==> src/rtl/winner_loser_trigger_gen.sv <==
// Turns game-counter boundary hits into one-cycle winner/loser triggers and latches the game result.
// Outputs are registered one cycle after sampling; there is no backpressure, so pulses are never held.
module winner_loser_trigger_gen #(
  parameter int WIDTH = 4
) (
  input  logic             clk,
  input  logic             rst,
  input  logic             enable,
  input  logic [WIDTH-1:0] count,
  input  logic             winner_gameover,
  input  logic             loser_gameover,
  output logic             winner,
  output logic             loser,
  output logic             gameover,
  output logic [1:0]       who
);

  typedef enum logic [1:0] {
    ARMED   = 2'd0,
    HOLD_HI = 2'd1,
    HOLD_LO = 2'd2,
    DONE    = 2'd3
  } state_t;

  localparam logic [WIDTH-1:0] CNT_MAX  = '1;
  localparam logic [WIDTH-1:0] CNT_ZERO = '0;

  state_t     state_q, state_d;
  logic       winner_q, winner_d;
  logic       loser_q, loser_d;
  logic       gameover_q, gameover_d;
  logic [1:0] who_q, who_d;

  logic at_max;
  logic at_zero;
  logic end_req;

  assign at_max  = (count == CNT_MAX);
  assign at_zero = (count == CNT_ZERO);
  assign end_req = winner_gameover | loser_gameover;

  always_comb begin
    state_d    = state_q;
    winner_d   = 1'b0;
    loser_d    = 1'b0;
    gameover_d = gameover_q;
    who_d      = who_q;

    // A game-over request outranks any boundary seen in the same cycle.
    if (state_q != DONE && end_req) begin
      state_d    = DONE;
      gameover_d = 1'b1;
      who_d      = {loser_gameover, winner_gameover};
    end else if (enable) begin
      case (state_q)
        ARMED: begin
          if (at_max) begin
            winner_d = 1'b1;
            state_d  = HOLD_HI;
          end else if (at_zero) begin
            loser_d = 1'b1;
            state_d = HOLD_LO;
          end
        end
        HOLD_HI: if (!at_max)  state_d = ARMED;
        HOLD_LO: if (!at_zero) state_d = ARMED;
        DONE:    state_d = DONE;
        default: state_d = HOLD_LO;
      endcase
    end
  end

  // Reset lands in HOLD_LO so the counter's own reset value of 0 does not fire loser.
  always_ff @(posedge clk or posedge rst) begin
    if (rst) begin
      state_q    <= HOLD_LO;
      winner_q   <= 1'b0;
      loser_q    <= 1'b0;
      gameover_q <= 1'b0;
      who_q      <= 2'b00;
    end else begin
      state_q    <= state_d;
      winner_q   <= winner_d;
      loser_q    <= loser_d;
      gameover_q <= gameover_d;
      who_q      <= who_d;
    end
  end

  assign winner   = winner_q;
  assign loser    = loser_q;
  assign gameover = gameover_q;
  assign who      = who_q;

endmodule

==> config.mk <==
export PLATFORM = sky130hd
export DESIGN_NAME = winner_loser_trigger_gen
export DESIGN_NICKNAME = d
export VERILOG_FILES = /design/src/rtl/winner_loser_trigger_gen.sv
export SDC_FILE = /design/constraint.sdc
export NUM_CORES = 1
export LEC_CHECK = 0
export CAP_MARGIN = 20
export CORE_AREA = 2 2 39 41
export DETAILED_ROUTE_END_ITERATION = 12
export DIE_AREA = 0 0 41 43
export MAX_ROUTING_LAYER = met4
export SLEW_MARGIN = 10
export SYNTH_ARGS = -nofsm -noshare
export SYNTH_HDL_FRONTEND = slang
export SYNTH_SLANG_ARGS = --single-unit
==> constraint.sdc <==
create_clock -name clk -period 1.1 [get_ports clk]
set_clock_uncertainty 0.2 [all_clocks]
set_input_delay 0.165 -clock clk [delete_from_list [all_inputs] [get_ports clk]]
set_output_delay 0.165 -clock clk [all_outputs]
set_load 0.1 [all_outputs]
==> results.txt, run 1 <==
Setup repair after global routing could not meet its margin everywhere. The type of destination of the critical path was an output port. The flow ran to the end, but the final reports show violations. Setup violations remaining at the end of the flow were counted as 9. The post-detailed-route wirelength per cell works out to 10.6 microns.

The largest single stage delay on the critical path is 480 ps. In this run, CTS created clock tree buffers numbering 3. The first global-routing pass estimated 1.16 mm of wire. Using the TritonRoute via totals, the vias-per-cell ratio works out to 4.46.

In this run the remaining antenna-violating nets after routing total 0. Broken down by cell family, the worst path's largest delay share belongs to flip-flops. The total placed instance area is 520 sq um. The relative contribution of the clock network to total power is 29.2%. The worst setup path is of the reg -> out kind.

Clock-pin slew was measured on the worst setup and hold paths at 50 ps. STA classifies the critical path startpoint as a register. Max-cap violations in this run came to 0. The routed layout has 281 vias. The worst pin sits at a relative slew slack of 82.3%. The sum of negative setup slack was -712 ps. The effective utilization at floorplan came out at 21.1%.

STA puts the critical path data required time at 730 ps. The switching power as a share of total power was 31.7%. Routability-driven placement finished with a final weighted congestion of 0.652. During synthesis, Yosys emitted a total of 0 warnings. The power per standard cell area is 1240 nW/um^2. No sink is reached through more buffers than the 2 on the longest clock path.

The critical path goes through buf_12. After technology mapping, the gate count stands at 25. The combined buffer and inverter count along the critical path came out at 1. The number of unique standard cell types used by synthesis was 15; the share of the clock period used by the worst path was 115%. In this run the worst hold path is classified as in -> async. The initial antenna violation count came out at 0. TritonCTS built the clock tree.

The tree is rooted in a sky130_fd_sc_hd__clkbuf_4. The run gives 2 as the number of DRC markers in iteration 0. The average instance area after synthesis was 11.7 sq um; the post-detailed-routing wire length was 670 microns. Relative area change from synthesis to final layout: 108%. The repair_antennas step left the layout with diodes totalling 0. Row generation in the floorplan step produced 14 rows. Per report_power, the combinational group accounts for 31.7% of the total. The run gives 34 as the post-synthesis net count. The tools report the cell area after technology mapping as 292 sq um. After detailed routing, the number of remaining DRC violations is 0.

The total power is 754 uW. Number of global-route vias before repair: 264. The biggest area contributor in the post-synthesis netlist is sky130_fd_sc_hd__dfrtp_1.

The number of H-tree levels is 1, and the post-synthesis register bit count is 7. The proportion of power drawn by flip-flops and latches came out at 39.2%. The run gives 239 uW as the net switching power. The clock net in this run drives a total of 7 sinks. The die height came out at 43 microns.

In the final layout, the share of cells above drive strength 1 is 72.3%. The aggregate global routing overflow came out at 0. Global routing consumed, over all layers together, 10.5% of the routing resources. The final reports fail on hold timing, setup timing. Port buffering added 13 buffers. The final critical-path required period works out to 1260 ps. The pin count of the biggest net entering global routing was 8.

The logs give -162 ps for the smallest setup slack after layout and 1760 sq um for the overall die area. The width of the chip is 41 microns. Cells fill 43.9% of the core in the end. The library cell used most frequently in the layout, excluding fill and tap cells, is sky130_fd_sc_hd__buf_12.

The clock latency on the worst-skew pair is 240 ps, and the timing-limited maximum frequency is 793 MHz. Among all stages on the critical path, the largest delay is contributed by sky130_fd_sc_hd__dfrtp_4. The area of the core region came out at 1380 sq um. Ranked by total cell area, the synthesized netlist is headed by sky130_fd_sc_hd__dfrtp_1 (52%), sky130_fd_sc_hd__dfstp_2 (9.0%), sky130_fd_sc_hd__a22o_1 (6.0%). At the pin with the least slew margin, the transition time is 265 ps. The top cell types in the final layout, fill and taps aside, are sky130_fd_sc_hd__buf_12 (5), sky130_fd_sc_hd__dfrtp_2 (4), sky130_fd_sc_hd__buf_4 (4).

The logs give 900 ps for the worst path arrival time and 60.5% for the part of the Yosys area used for sequential elements. The area share of the largest cell type after synthesis came out at 51.5%. The run gives -41.5 ps as the final-layout worst hold slack.

For the count of TritonRoute iterations in the first routing pass, the log shows 2. 14 I/O pins were placed. The final standard cell area without fillers is 607 sq um, and the number of nets in the layout is 57.

The final-report hold violation count is 7, and the worst-case vdd ir drop is 0.504 mV. The logs give 0.272 nW for the leakage power and 0 for the max-slew violation total from the final report. The internal power component was 515 uW; the maximum fanout encountered on the critical timing path was 2.
cell families (layout without fill, tap and decap cells):
kind of cell           count (synthesis)  after routing  share of synthesized area, %
buffers and inverters                  1             23                          1.29
AOI/OAI and AO/OA                      7              7                          15.4
DFF                                    7              7                          60.5
and+or+nand+nor                       10             10                          22.7
power groups by stage:
stage | Sequential (mW) | Clock [mW] | Combinational, mW
finish | 0.295 | 0.220 | 0.239
global route | 0.296 | 0.249 | 0.250
CTS | 0.296 | 0.232 | 0.234
detailed placement | 0.300 | 0 | 0.232
global placement | 0.300 | 0 | 0.232
floorplan | 0.399 | 0 | 0.0211
registers in the layout (all words and copies together), names as in the netlist:
name	count
state_q	2
who	2
gameover	1
loser	1
winner	1
synth_stat cells:
cell and count:
sky130_fd_sc_hd__nand2_1 3, sky130_fd_sc_hd__a22o_1 2, sky130_fd_sc_hd__o21ai_0 1, sky130_fd_sc_hd__nor4_2 1, sky130_fd_sc_hd__o21ai_1 1, sky130_fd_sc_hd__nand2b_1 2, sky130_fd_sc_hd__nand4_1 1, sky130_fd_sc_hd__or4_4 1
sky130_fd_sc_hd__dfrtp_1 6, sky130_fd_sc_hd__nor4_1 1, sky130_fd_sc_hd__inv_1 1, sky130_fd_sc_hd__dfstp_2 1, sky130_fd_sc_hd__a21oi_1 2, sky130_fd_sc_hd__or2_2 1, sky130_fd_sc_hd__a21o_1 1
repair_timing:
item / 4_1_cts / 5_1_grt
gates resized for setup: 30 / 1
endpoints found under the setup margin: 12 / 12
endpoints found under the hold margin: 7 / 7
pin swaps: 9 / 3
setup buffers: 2 / 1
routing by layer:
| metal | track usage (%) | wire, microns |
|---|---|---|
| met5 | - | 0 |
| met4 | 8.00 | 7 |
| met3 | 3.14 | 68 |
| met2 | 13.8 | 329 |
| met1 | 12.8 | 264 |
layout make-up:
cell class / count / area [sq um]
tap: 16 / 20.0
timing repair buffer: 18 / 205
multi-input combinational: 17 / 163
sequential: 7 / 189
clock buffer: 4 / 26.3
inverter: 1 / 3.75
fill: 141 / 777
metrics by stage:
step	hold WS [ps]	setup slack, ps	cells
finish	-41.5	-162	63
global route	-22.3	-186	63
CTS	-36.5	-174	62
detailed placement	220	-516	56
global placement	221	-454	56
floorplan	-232	-68.6	25
path summary, 6_finish.rpt:
kind,startpoint,cells past startpoint,endpoint,slack [ps]
max in group asynchronous,rst,2,state_q[1]$_DFFE_PP1P_,480
min,rst,2,who[1]$_DFFE_PP0P_,-40
max,who[1]$_DFFE_PP0P_,1,who[1],-160
max reg2reg,state_q[1]$_DFFE_PP1P_,2,who[0]$_DFFE_PP0P_,-50
min in group clk,count[2],3,loser$_DFF_PP0_,-10
min reg2reg,gameover$_DFFE_PP0P_,1,gameover$_DFFE_PP0P_,330
Power figures use the tool's default switching activity.
==> run 2, diff against run 1 <==
==> constraint.sdc (replaced) <==
create_clock -name clk -period 1.6 [get_ports clk]
set_clock_uncertainty 0.2 [all_clocks]
set_input_delay 0.24 -clock clk [delete_from_list [all_inputs] [get_ports clk]]
set_output_delay 0.24 -clock clk [all_outputs]
set_load 0.1 [all_outputs]
==> run 2 against run 1 <==
Effect of this change: the flow now finishes without violations; critical path depth grew 2; count of clock-buffer cells in the layout did not move; utilization decreased by 5.3 points; clock power fell by 28%; wire length shrank 15%; power is 32% lower; die area is the same; combinational power is 34% lower; largest cell class unchanged; highest routed layer is now met3.
==> results.txt, run 2 (synthesized netlist as in run 1, its figures left out) <==
For this run the aggregate overflow at the end of global routing stands at 0. The number of placed instances, taps included, is 56. After floorplanning, the core was divided into 14 placement rows. Delay of the slowest cell on the worst path: 540 ps. Timing would allow up to 721 MHz. The total area inside the core boundary comes to 1380 sq um.

TritonCTS built the clock tree. Total track usage: 8.92%. The top cell types in the final layout, fill and taps aside, are sky130_fd_sc_hd__clkdlybuf4s50_1 (8), sky130_fd_sc_hd__dfrtp_1 (6), sky130_fd_sc_hd__buf_12 (5). The area growth from synthesis to layout is 82.8%. Max-slew violation total from the final report: 0. The logs give 507 sq um for the total placed instance area and 0 for the final-report hold violation count. Setup violations remaining at the end of the flow were counted as 0. The combined buffer and inverter count along the critical path was 1. The layout has 137 filler cells.

After layout, the worst path uses 86.7% of the clock period. For the leakage power, the log shows 0.225 nW. Setup repair after global routing left no endpoint under its margin. The worst reg2reg path startpoint is state_q[1]$_DFFE_PP1P_. In this run the critical register-to-register path is captured at who[1]$_DFFE_PP0P_.

The fraction of layout instances using a drive strength above 1 came out at 31.8%. Post-detailed-routing wire length: 567 microns. The number of I/O port buffers came out at 13.

The number of cells on the worst reg-to-reg path is 2. The total DRC errors in the routed layout was 0. Max-cap violations in this run came to 0. The floorplan step set the die height to 43 microns. Data arrives at the worst endpoint at 1340 ps.

The type of destination of the critical path was a register. The clock tree buffer depth is 2, and the antenna violation net count after detailed routing is 0. Buffers added to address setup during post-CTS repair amount to 0. The final critical-path required period works out to 1390 ps. Dividing the detail-routed wire length by the instance count gives 9.45 microns.

Summing all non-filler instances in the final layout gives an area of 533 sq um. In this run the horizontal extent of the chip is 41 microns. The pin slew with the least headroom to its limit works out to 266 ps. For the count of TritonRoute iterations in the first routing pass, the log shows 4.

First-pass GRT wire length: 1.01 mm. In this run, CTS created clock tree buffers numbering 3. The largest individual stage delay along the critical path comes from the cell sky130_fd_sc_hd__or4_4. The number of global-route vias before repair is 229, and the number of H-tree levels is 1. The tree built by TritonCTS fans out to 7 sinks. For the worst setup path, the data required time is 1550 ps. In this run the register-to-register setup slack is 390 ps. For the worst-skew pair, the clock arrives at the later sink with an insertion delay of 250 ps. The cell type group with the largest total delay on the critical path was simple AND/OR/NAND/NOR gates.

Pin count of the biggest net entering global routing: 8. The flow ran to the end, and the final reports show no timing, DRC or antenna violations. The repair_antennas step left the layout with diodes totalling 0. For this run, the post-layout net count is 54. The run gives 14 as the total I/O pin count. The die covers 1760 sq um. In this run the worst path has a maximum fanout of 2.

The critical path startpoint category is a primary input. Once the floorplan was initialized, standard cells occupied 21.1% of the core. The class of the most critical setup path was in -> reg. The post-layout instance count excluding filler cells is 60.

After clock tree synthesis, the clock-pin slew on the worst setup and hold paths is 50 ps. The number of hold buffers added after CTS was 0. The initial antenna violation count came out at 0. Leaving out fill and tap cells, the most frequent cell in the layout is sky130_fd_sc_hd__clkdlybuf4s50_1. For this block, the initial DRC count from the detailed router was 3.

For this block, the via count after detailed routing is 256. VDD sags by at most 0.336 mV. The power per standard cell area works out to 966 nW/um^2.

The cell sitting at the root of the clock tree is a sky130_fd_sc_hd__clkbuf_4. The class of the tightest hold or removal check is in -> async. Count of instances resized after the clock tree is built: 0. The run gives 82.3% as the headroom to the max-slew limit.

The critical path goes through clkdlybuf4s50_1 -> or4_4 -> nor4_2. The average vias per placed instance is 4.27, and the final weighted congestion in routability-driven placement is 0.672.
==> run 2: cell types whose count changed in the layout (fill, tap and decap cells not counted), sizes merged <==
cell | before | now
buf | 13 | 7
clkbuf | 5 | 4
clkdlybuf4s50 | 2 | 8
dlygate4sd2 | 2 | 0
==> run 2: routing by layer <==
| layer | track usage, % | wire length (microns) |
|---|---|---|
| met1 | 11.6 | 239 |
| met2 | 10.9 | 265 |
| met3 | 3.66 | 62 |
| met4 | 6.00 | 0 |
| met5 | - | 0 |
==> run 2: how the worst max path moves through the flow <==
stage,from,slack (ps),depth (start not counted),to
global route,winner_gameover,170,3,winner$_DFF_PP0_
finish,count[0],210,3,loser$_DFF_PP0_
floorplan,who[0]$_DFFE_PP0P_,210,1,who[0]$_DFFE_PP0P_
CTS,count[0],210,3,loser$_DFF_PP0_
detailed placement,count[0],-50,3,loser$_DFF_PP0_
global placement,count[0],-20,3,state_q[1]$_DFFE_PP1P_
==> run 2: metrics by stage <==
| step | power, mW | setup TNS, ps | hold WS [ps] | util (%) | worst slack, ps |
|---|---|---|---|---|---|
| after floorplan | 0.283 | 0 | -157 | - | 211 |
| final | 0.515 | 0 | 25.4 | 38.5 | 213 |
| after global placement | 0.359 | -44.8 | 290 | 36.6 | -21.6 |
| after CTS | 0.524 | 0 | 36.6 | 38.5 | 208 |
| after global routing | 0.539 | 0 | 60.8 | 38.5 | 171 |
| after detailed placement | 0.361 | -96.5 | 302 | 36.6 | -54.5 |
==> run 2: report_power, final <==
part	internal, mW	total (mW)	leakage, nW	switching, mW
Combinational	0.0663	0.158	0.125	0.0920
Clock	0.0951	0.159	0.0150	0.0635
Sequential	0.187	0.198	0.0847	0.0110
==> run 2: layout make-up <==
| cell class | instances | area, sq um | share of cell area (%) |
|---|---|---|---|
| Timing Repair Buffer | 15 | 195 | 36.6 |
| Sequential cell | 7 | 176 | 33.1 |
| Multi-Input combinational cell | 17 | 111 | 20.9 |
| Clock buffer | 4 | 26.3 | 4.93 |
| Tap cell | 16 | 20.0 | 3.76 |
| Inverter | 1 | 3.75 | 0.704 |
